File: src/rtl/player_select_pkg.sv
// rtl/player_select_pkg.sv - shared state encoding and game-wide player-count limits
package player_select_pkg;

    localparam int GAME_MIN_PLAYERS = 1;
    localparam int GAME_MAX_PLAYERS = 4;

    typedef enum logic {
        SELECT  = 1'b0,
        PLAYING = 1'b1
    } sel_state_t;

endpackage

File: src/rtl/player_select_btn_repeat.sv
// rtl/player_select_btn_repeat.sv - button rise-edge detector with hold-to-auto-repeat step pulses
module btn_repeat #(
    parameter int HOLD_CYCLES   = 50000000,
    parameter int REPEAT_CYCLES = 12500000
) (
    input  logic clk,
    input  logic rst,
    input  logic level,
    input  logic enable,
    output logic step
);

    localparam int CW = $clog2((HOLD_CYCLES > REPEAT_CYCLES) ? HOLD_CYCLES : REPEAT_CYCLES) + 1;
    localparam logic [CW-1:0] HOLD_TC = CW'(HOLD_CYCLES);
    localparam logic [CW-1:0] REP_TC  = CW'(REPEAT_CYCLES);
    localparam logic [CW-1:0] ONE     = CW'(1);

    logic          r_level_q;
    logic          r_repeat;
    logic [CW-1:0] r_hold_cnt;
    logic [CW-1:0] r_rep_cnt;

    logic w_active;
    logic w_rise;
    logic w_hold_exp;
    logic w_rep_exp;

    assign w_active   = enable & level;
    assign w_rise     = level & ~r_level_q;
    assign w_hold_exp = ~r_repeat & (r_hold_cnt == HOLD_TC);
    assign w_rep_exp  = r_repeat & (r_rep_cnt == REP_TC);
    assign step       = w_active & (w_rise | w_hold_exp | w_rep_exp);

    // Counting only starts from a genuine rise; a level that is already high
    // (held through reset, or left over after both buttons) stays idle.
    always_ff @(posedge clk or posedge rst) begin
        if (rst) begin
            r_level_q  <= 1'b1;
            r_repeat   <= 1'b0;
            r_hold_cnt <= '0;
            r_rep_cnt  <= '0;
        end else begin
            r_level_q <= level;
            if (!w_active) begin
                r_repeat   <= 1'b0;
                r_hold_cnt <= '0;
                r_rep_cnt  <= '0;
            end else if (w_rise) begin
                r_repeat   <= 1'b0;
                r_hold_cnt <= ONE;
                r_rep_cnt  <= '0;
            end else if (r_repeat) begin
                r_rep_cnt <= w_rep_exp ? ONE : r_rep_cnt + ONE;
            end else if (r_hold_cnt != '0) begin
                if (w_hold_exp) begin
                    r_repeat   <= 1'b1;
                    r_hold_cnt <= '0;
                    r_rep_cnt  <= ONE;
                end else begin
                    r_hold_cnt <= r_hold_cnt + ONE;
                end
            end
        end
    end

endmodule

File: src/rtl/player_select.sv
// rtl/player_select.sv - player-count selection and select/play state machine with game_start pulse
module player_select
    import player_select_pkg::*;
#(
    parameter int MIN_PLAYERS   = GAME_MIN_PLAYERS,
    parameter int MAX_PLAYERS   = GAME_MAX_PLAYERS,
    parameter int CNT_W         = 3,
    parameter int HOLD_CYCLES   = 50000000,
    parameter int REPEAT_CYCLES = 12500000
) (
    input  logic             clk,
    input  logic             rst,
    input  logic             up,
    input  logic             down,
    input  logic             start,
    input  logic             game_over,
    output logic [CNT_W-1:0] players,
    output logic             game_start,
    output logic             in_game,
    output logic             sel_active
);

    localparam logic [CNT_W-1:0] MIN_P = CNT_W'(MIN_PLAYERS);
    localparam logic [CNT_W-1:0] MAX_P = CNT_W'(MAX_PLAYERS);

    sel_state_t       r_state;
    sel_state_t       w_next_state;
    logic             r_start_q;
    logic             r_game_start;
    logic [CNT_W-1:0] r_players;

    logic w_sel;
    logic w_both;
    logic w_enable;
    logic w_rise_start;
    logic w_launch;
    logic w_up_step;
    logic w_down_step;
    logic w_step_up;
    logic w_step_down;

    assign w_sel        = (r_state == SELECT);
    assign w_both       = up & down;
    assign w_enable     = w_sel & ~w_both;
    assign w_rise_start = start & ~r_start_q;
    assign w_launch     = w_sel & w_rise_start;

    btn_repeat #(
        .HOLD_CYCLES   (HOLD_CYCLES),
        .REPEAT_CYCLES (REPEAT_CYCLES)
    ) u_up_rpt (
        .clk    (clk),
        .rst    (rst),
        .level  (up),
        .enable (w_enable),
        .step   (w_up_step)
    );

    btn_repeat #(
        .HOLD_CYCLES   (HOLD_CYCLES),
        .REPEAT_CYCLES (REPEAT_CYCLES)
    ) u_down_rpt (
        .clk    (clk),
        .rst    (rst),
        .level  (down),
        .enable (w_enable),
        .step   (w_down_step)
    );

    // A launch edge takes precedence over any coincident step.
    assign w_step_up   = w_up_step & ~down & ~w_launch;
    assign w_step_down = w_down_step & ~up & ~w_launch;

    always_ff @(posedge clk or posedge rst) begin
        if (rst) begin
            r_state <= SELECT;
        end else begin
            r_state <= w_next_state;
        end
    end

    always_comb begin
        w_next_state = r_state;
        case (r_state)
            SELECT:  if (w_rise_start) w_next_state = PLAYING;
            PLAYING: if (game_over)    w_next_state = SELECT;
            default: w_next_state = SELECT;
        endcase
    end

    always_ff @(posedge clk or posedge rst) begin
        if (rst) begin
            r_start_q    <= 1'b1;
            r_game_start <= 1'b0;
            r_players    <= MIN_P;
        end else begin
            r_start_q    <= start;
            r_game_start <= w_launch;
            if (w_step_up && (r_players < MAX_P)) begin
                r_players <= r_players + CNT_W'(1);
            end else if (w_step_down && (r_players > MIN_P)) begin
                r_players <= r_players - CNT_W'(1);
            end
        end
    end

    assign players    = r_players;
    assign game_start = r_game_start;
    assign in_game    = (r_state == PLAYING);
    assign sel_active = (r_state == SELECT);

endmodule

File: config.mk
export PLATFORM = sky130hd
export DESIGN_NAME = player_select
export DESIGN_NICKNAME = d
export VERILOG_FILES = /design/src/rtl/player_select_pkg.sv /design/src/rtl/player_select_btn_repeat.sv /design/src/rtl/player_select.sv
export SDC_FILE = /design/constraint.sdc
export NUM_CORES = 1
export LEC_CHECK = 0
export CAP_MARGIN = 20
export CORE_MARGIN = 2
export CORE_UTILIZATION = 57
export CTS_CLUSTER_SIZE = 20
export DETAILED_ROUTE_END_ITERATION = 8
export PLACE_DENSITY = 0.77
export SLEW_MARGIN = 20
export SYNTH_ARGS = -nofsm -noshare
export SYNTH_HDL_FRONTEND = slang
export SYNTH_SLANG_ARGS = --single-unit
File: constraint.sdc
create_clock -name clk -period 4.1 [get_ports clk]
set_clock_uncertainty 0.15 [all_clocks]
set_input_delay 0.615 -clock clk [delete_from_list [all_inputs] [get_ports clk]]
set_output_delay 0.615 -clock clk [all_outputs]
set_load 0.02 [all_outputs]
# Word-level counts from Yosys, hierarchy flattened
# Index checks and enable logic that the tools add are counted.
[totals] word_cells=110 memories=0 mem_bits_ro=0 latchBits=0 ff_bits=118 inputBits=6 ramBits=0
[classes] order_cmp=2 shift=0 n_mul=0 n_reduce_logical=9 mux=37 div_mod_pow=0 n_eq_ne=12 bitwise=32 add_sub_neg=6
[op_table] operator="27-bit 2-to-1 mux" n=22
[op_table] operator="27-bit by 1-bit adder with 27-bit output (second input constant)" n=4
[op_table] operator="27-bit by 24-bit == test with 1-bit output (second input constant)" n=2
[op_table] operator="27-bit by 26-bit == test with 1-bit output (second input constant)" n=2
[op_table] operator="27-bit nonzero test" n=2
[op_table] operator="1-bit AND" n=18
[op_table] operator="4-bit by 3-bit inequality test with 1-bit output (second input constant)" n=4
[op_table] operator="1-bit 2-to-1 mux" n=12
[op_table] operator="3-bit inequality test (second input constant)" n=4
[op_table] operator="1-bit NOT" n=10
[op_table] operator="2-bit AND reduction" n=4
[op_table] operator="3-bit 2-to-1 mux" n=2
[op_table] operator="1-bit bitwise OR" n=4
[op_table] operator="3-bit by 1-bit adder with 3-bit output (second input constant)" n=1
[op_table] operator="3-bit by 1-bit > comparator with 1-bit output (second input constant)" n=1
[op_table] operator="3-bit less-than comparator (second input constant)" n=1
[op_table] operator="3-bit by 1-bit subtractor with 3-bit output (second input constant)" n=1
[op_table] operator="1-bit logical AND" n=2
[op_table] operator="1-bit one-hot mux with 2 select lines" n=1
[op_table] operator="2-bit nonzero test" n=1

# Longest topological paths before layout
[logic_depth] word_depth=10 ltp_mapped=10

# Modules after synthesis
# A second synthesis with hierarchy kept.
[unflattened] hier_cells=811 hier_area_um2=6998.0
[by_module_without_submodules] mod="btn_repeat" cells_per_inst=389 instances=2 seq_area_each_um2=1402.6 area_each_um2=3333.2
[by_module_without_submodules] mod="player_select" cells_per_inst=33 instances=1 seq_area_each_um2=152.6 area_each_um2=331.6

# Least setup slack after synthesis
# No wires, ideal clock.
[synth_timing] kind="input to register" startpoint="in up" endpoint="reg u_down_rpt.r_hold_cnt[14]" arrival_ps=2071 n_path_buf=2 setup_slack_ps=1754 setup_time_ps=125 path_stages=7 cell_sequence="nor3b_1 and2_1 clkbuf_1 clkbuf_1 nand2_1 nand4_1 mux2_2"
[synth_via] elab_chain_len=6 word_cells_on_any_way=8
[synth_rtl] element="start, declared" line_no="player_select.sv:13" rtl="input logic up,"
[synth_rtl] element="1-bit AND *" line_no="player_select.sv:43" rtl="assign w_both = up & down;"
[synth_rtl] element="1-bit NOT *" line_no="player_select.sv:44" rtl="assign w_enable = w_sel & ~w_both;"
[synth_rtl] element="1-bit AND *" line_no="player_select.sv:44"
[synth_rtl] element="1-bit AND *" line_no="player_select_btn_repeat.sv:28" rtl="assign w_active = enable & level;"
[synth_rtl] element="3-bit inequality test (no line)"
[synth_rtl] element="2-bit AND reduction (no line)"
[synth_rtl] element="end signal, assigned" line_no="player_select_btn_repeat.sv:60" rtl="r_hold_cnt <= r_hold_cnt + ONE;"
[synth_rtl] element="end, declared" line_no="player_select_btn_repeat.sv:20" rtl="logic [CW-1:0] r_hold_cnt;"
# Mark *: on every way between the ends. The rest lies on a longest branch, timed or not.
# A chain may end at the register's enable or synchronous reset.

# Worst setup path after layout
[layout_timing] startpoint="reg u_down_rpt.r_hold_cnt[8]" endpoint="reg u_down_rpt.r_hold_cnt[14]"
[layout_via] elab_chain_len=7 word_cells_on_any_way=11
[layout_rtl] element="parallel branches: the longest is 7 deep, another holds 27-bit by 1-bit adder with 27-bit output"
# Parallel ways; which one is timed is not known. The select of a mux whose other input is x is not followed.

==> metrics.md <==
| Metric | Value |
|---|---|
| FMAX | 341 MHz |
| Most frequent cell after synthesis | dfrtp_1 |
| WL/cell | 16.3 um |
| First-pass GRT wire length | 25,800 um |
| Ant diodes | 0 |
| Synth Warn # | 0 |
| Hold Path Class | flop to flop |
| #FFs+latches synth | 118 |
| Cts hold-fix bufs | 0 |
| Post-synth EDFFs | 0 |
| Number of library cell types mapped by synthesis | 63 |
| Nets | 777 |
| Maximum vdd drop | 0.533 mV |
| CP max-delay cell | a41o_1 |
| Hold slack final | 343 ps |
| Worst-Margin Slew | 1080 ps |
| DRT antenna net count | 0 |
| All-Layer GR Usage | 24.6% |
| CTS resizes | 0 |
| Via density | 6.28 |
| Post-DP Area | 0.00694 sq mm |
| CP max stage delay | 690 ps |
| Initial Util | 58.6% |
| Vias in the first global route | 5,500 |
| Cells after synthesis | 757 |
| Clk Latency, worst-skew pair | 420 ps |
| WS Path Type | flop to flop |
| CTS tree | done |
| Drt drc | 0 |
| Max-cap violations | 0 |
| CP endpoint kind | flop |
| Max-slew violation count | 0 |
| H-tree depth | 4 |
| Syn_area_per_cell | 8.88 sq um |
| Area Growth Syn to Fin | 11.1% |
| Worst Path Max Fanout | 24 |
| Remaining Overflow, GRT | 0 |
| Die width | 113 um |
| Cts bufs inserted | 17 |
| Via count | 5,753 |
| Outcome | complete, no violations |
| Synthesized cell area | 0.00672 sq mm |
| Number of top-level pins | 12 |
| Clock-pin slew on the worst setup and hold paths | 50 ps |
| CP bufs+invs | 0 |
| Final hold vios | 0 |
| DR iter-0 viols | 425 |
| Crit share post-route | 71.6% |
| CTS Buffer Depth | 2 |
| Power Density | 370 mW/mm^2 |
| Final Cell Area | 0.00747 sq mm |
| Main synth FF type | dfrtp_1 |
| Die Ht | 113 um |
| Clock tree root buffer cell | clkbuf_16 |
| Critical path required time | 4240 ps |
| DIE AREA | 0.0127 sq mm |
| Area of the core | 0.0115 sq mm |
| Critical Path Source Type | flop |
| Post-synthesis sequential area ratio | 44.0% |
| Setup tns final | 0 ps |
| Crit path arrival time | 3080 ps |
| RSZ-0062 raised after global routing | no |
| Share of the synthesized area in the top cell type | 42.4% |
| Leakage | 2.86 nW |
| CP delay by family, top | simple AND/OR/NAND/NOR gates |
| Post-CTS setup buffers | 0 |
| Initial antenna violation count | 0 |
| Largest net degree at the start of global routing | 63 |
| Final wirelength | 14,900 um |
| Final setup vio count | 0 |
| Fillers | 907 |
| TritonCTS Sinks | 118 |
| CP Cell Sequence | nor4_1, and4_1, a41o_1, nand2_1, nand4_1, mux2_2 |
| Post-synth ARST share | 100% |
| DP HPWL | 9950 um |
| Top cells by count, synth | 114 x dfrtp_1, 85 x nor2_1, 66 x nand2_1, 66 x o21ai_0, 50 x xnor2_1 |
| Minimum clock period | 2940 ps |
| Cell taking the most area after synthesis | dfrtp_1 |
| Port Buffers | 11 |
| Share of cells above drive strength 1 | 7.12% |
| Std-Cell Rows | 39 |
| Drt first pass iters | 5 |
| Post-synth net total | 774 |
| Largest cells by area after synthesis | dfrtp_1 42%, xnor2_1 6.5%, o21ai_0 4.9%, nor2_1 4.7%, nand2_1 3.7% |
| Routability Congestion | 0.914 |
| Rel. slew slack | 27.6% |
[power by group]
part / internal [mW] / switching, mW
Sequential: 1.19 / 0.0336
Clock: 0.847 / 0.484
Combinational: 0.0767 / 0.134
[per-stage QoR]
step           util, %  setup WS [ps]  cells  power [mW]
2_1_floorplan        -            213    757        1.36
5_1_grt           65.2            936    916        2.86
4_1_cts           65.2           1180    916        2.79
3_5_place_dp      60.5            739    884        1.45
3_3_place_gp      60.5            855    884        1.44
6_report          65.2           1160    916        2.77
[placed cells by master, fill, tap and decap left out, drive strengths merged, types with 7 or more instances in the layout]
| cell | count |
|---|---|
| o21ai | 68 |
| clkdlybuf4s50 | 11 |
| and2 | 7 |
| ha | 11 |
| clkbuf | 28 |
| and3 | 17 |
| and4 | 7 |
| dfrtp | 114 |
| nand4 | 31 |
| nand3 | 38 |
| or4 | 9 |
| nor2 | 85 |
| xnor2 | 50 |
| xor2 | 7 |
| nor4 | 15 |
| a211oi | 19 |
| o31ai | 8 |
| or3 | 7 |
| inv | 28 |
| a2111oi | 12 |
| buf | 10 |
| nor3 | 15 |
| a21oi | 26 |
| a31oi | 9 |
| nor2b | 7 |
| nand2 | 66 |
[flip-flops by register name, summed over array words and instances, names as in the netlist]
signal / flops
players: 3
u_down_rpt.r_hold_cnt: 27
u_down_rpt.r_level_q: 1
game_start: 1
u_up_rpt.r_rep_cnt: 27
u_up_rpt.r_repeat: 1
u_down_rpt.r_rep_cnt: 27
r_start_q: 1
u_up_rpt.r_hold_cnt: 27
u_down_rpt.r_repeat: 1
in_game: 1
u_up_rpt.r_level_q: 1
[metal layers]
metal  wire (um)  vias up  part of all wire [%]  GRT usage, %
li1            -     2754                     -             -
met1        6780     2810                    46          34.5
met2        7130      168                    48          38.1
met3         804       21                   5.4          5.72
met4         165        0                   1.1          7.97
met5           0        -                     0             0
[cells by family after synthesis]
logic type / synth area share [%]
flops: 44.0
buf+inv: 3.91
xor+xnor: 7.43
mux: 0.614
fa+ha+maj: 2.05
compound gates: 16.2
simple gates: 25.8
[final cells by class]
cell class	instances	area (sq um)	share of cell area, %
Multi-Input combinational cell	574	3510	46.9
Tap cell	143	179	2.39
Timing Repair Buffer	21	185	2.48
Clock buffer	28	517	6.92
Clock inverter	4	20.0	0.268
Sequential cell	118	2960	39.6
Inverter	28	108	1.44
[final timing paths]
path,from,to,slack (ps),cells after the start
worst max-delay path,u_down_rpt.r_hold_cnt[8],u_down_rpt.r_hold_cnt[14],1160,6
min in group asynchronous,rst,u_down_rpt.r_hold_cnt[13],560,2
worst min-delay path,u_up_rpt.r_rep_cnt[21],u_up_rpt.r_rep_cnt[21],340,1
worst min register to register,u_up_rpt.r_rep_cnt[21],u_up_rpt.r_rep_cnt[21],340,1
max in group asynchronous,rst,players[0],2420,3
worst max register to register,u_down_rpt.r_hold_cnt[8],u_down_rpt.r_hold_cnt[14],1160,6
Power figures use the tool's default switching activity.
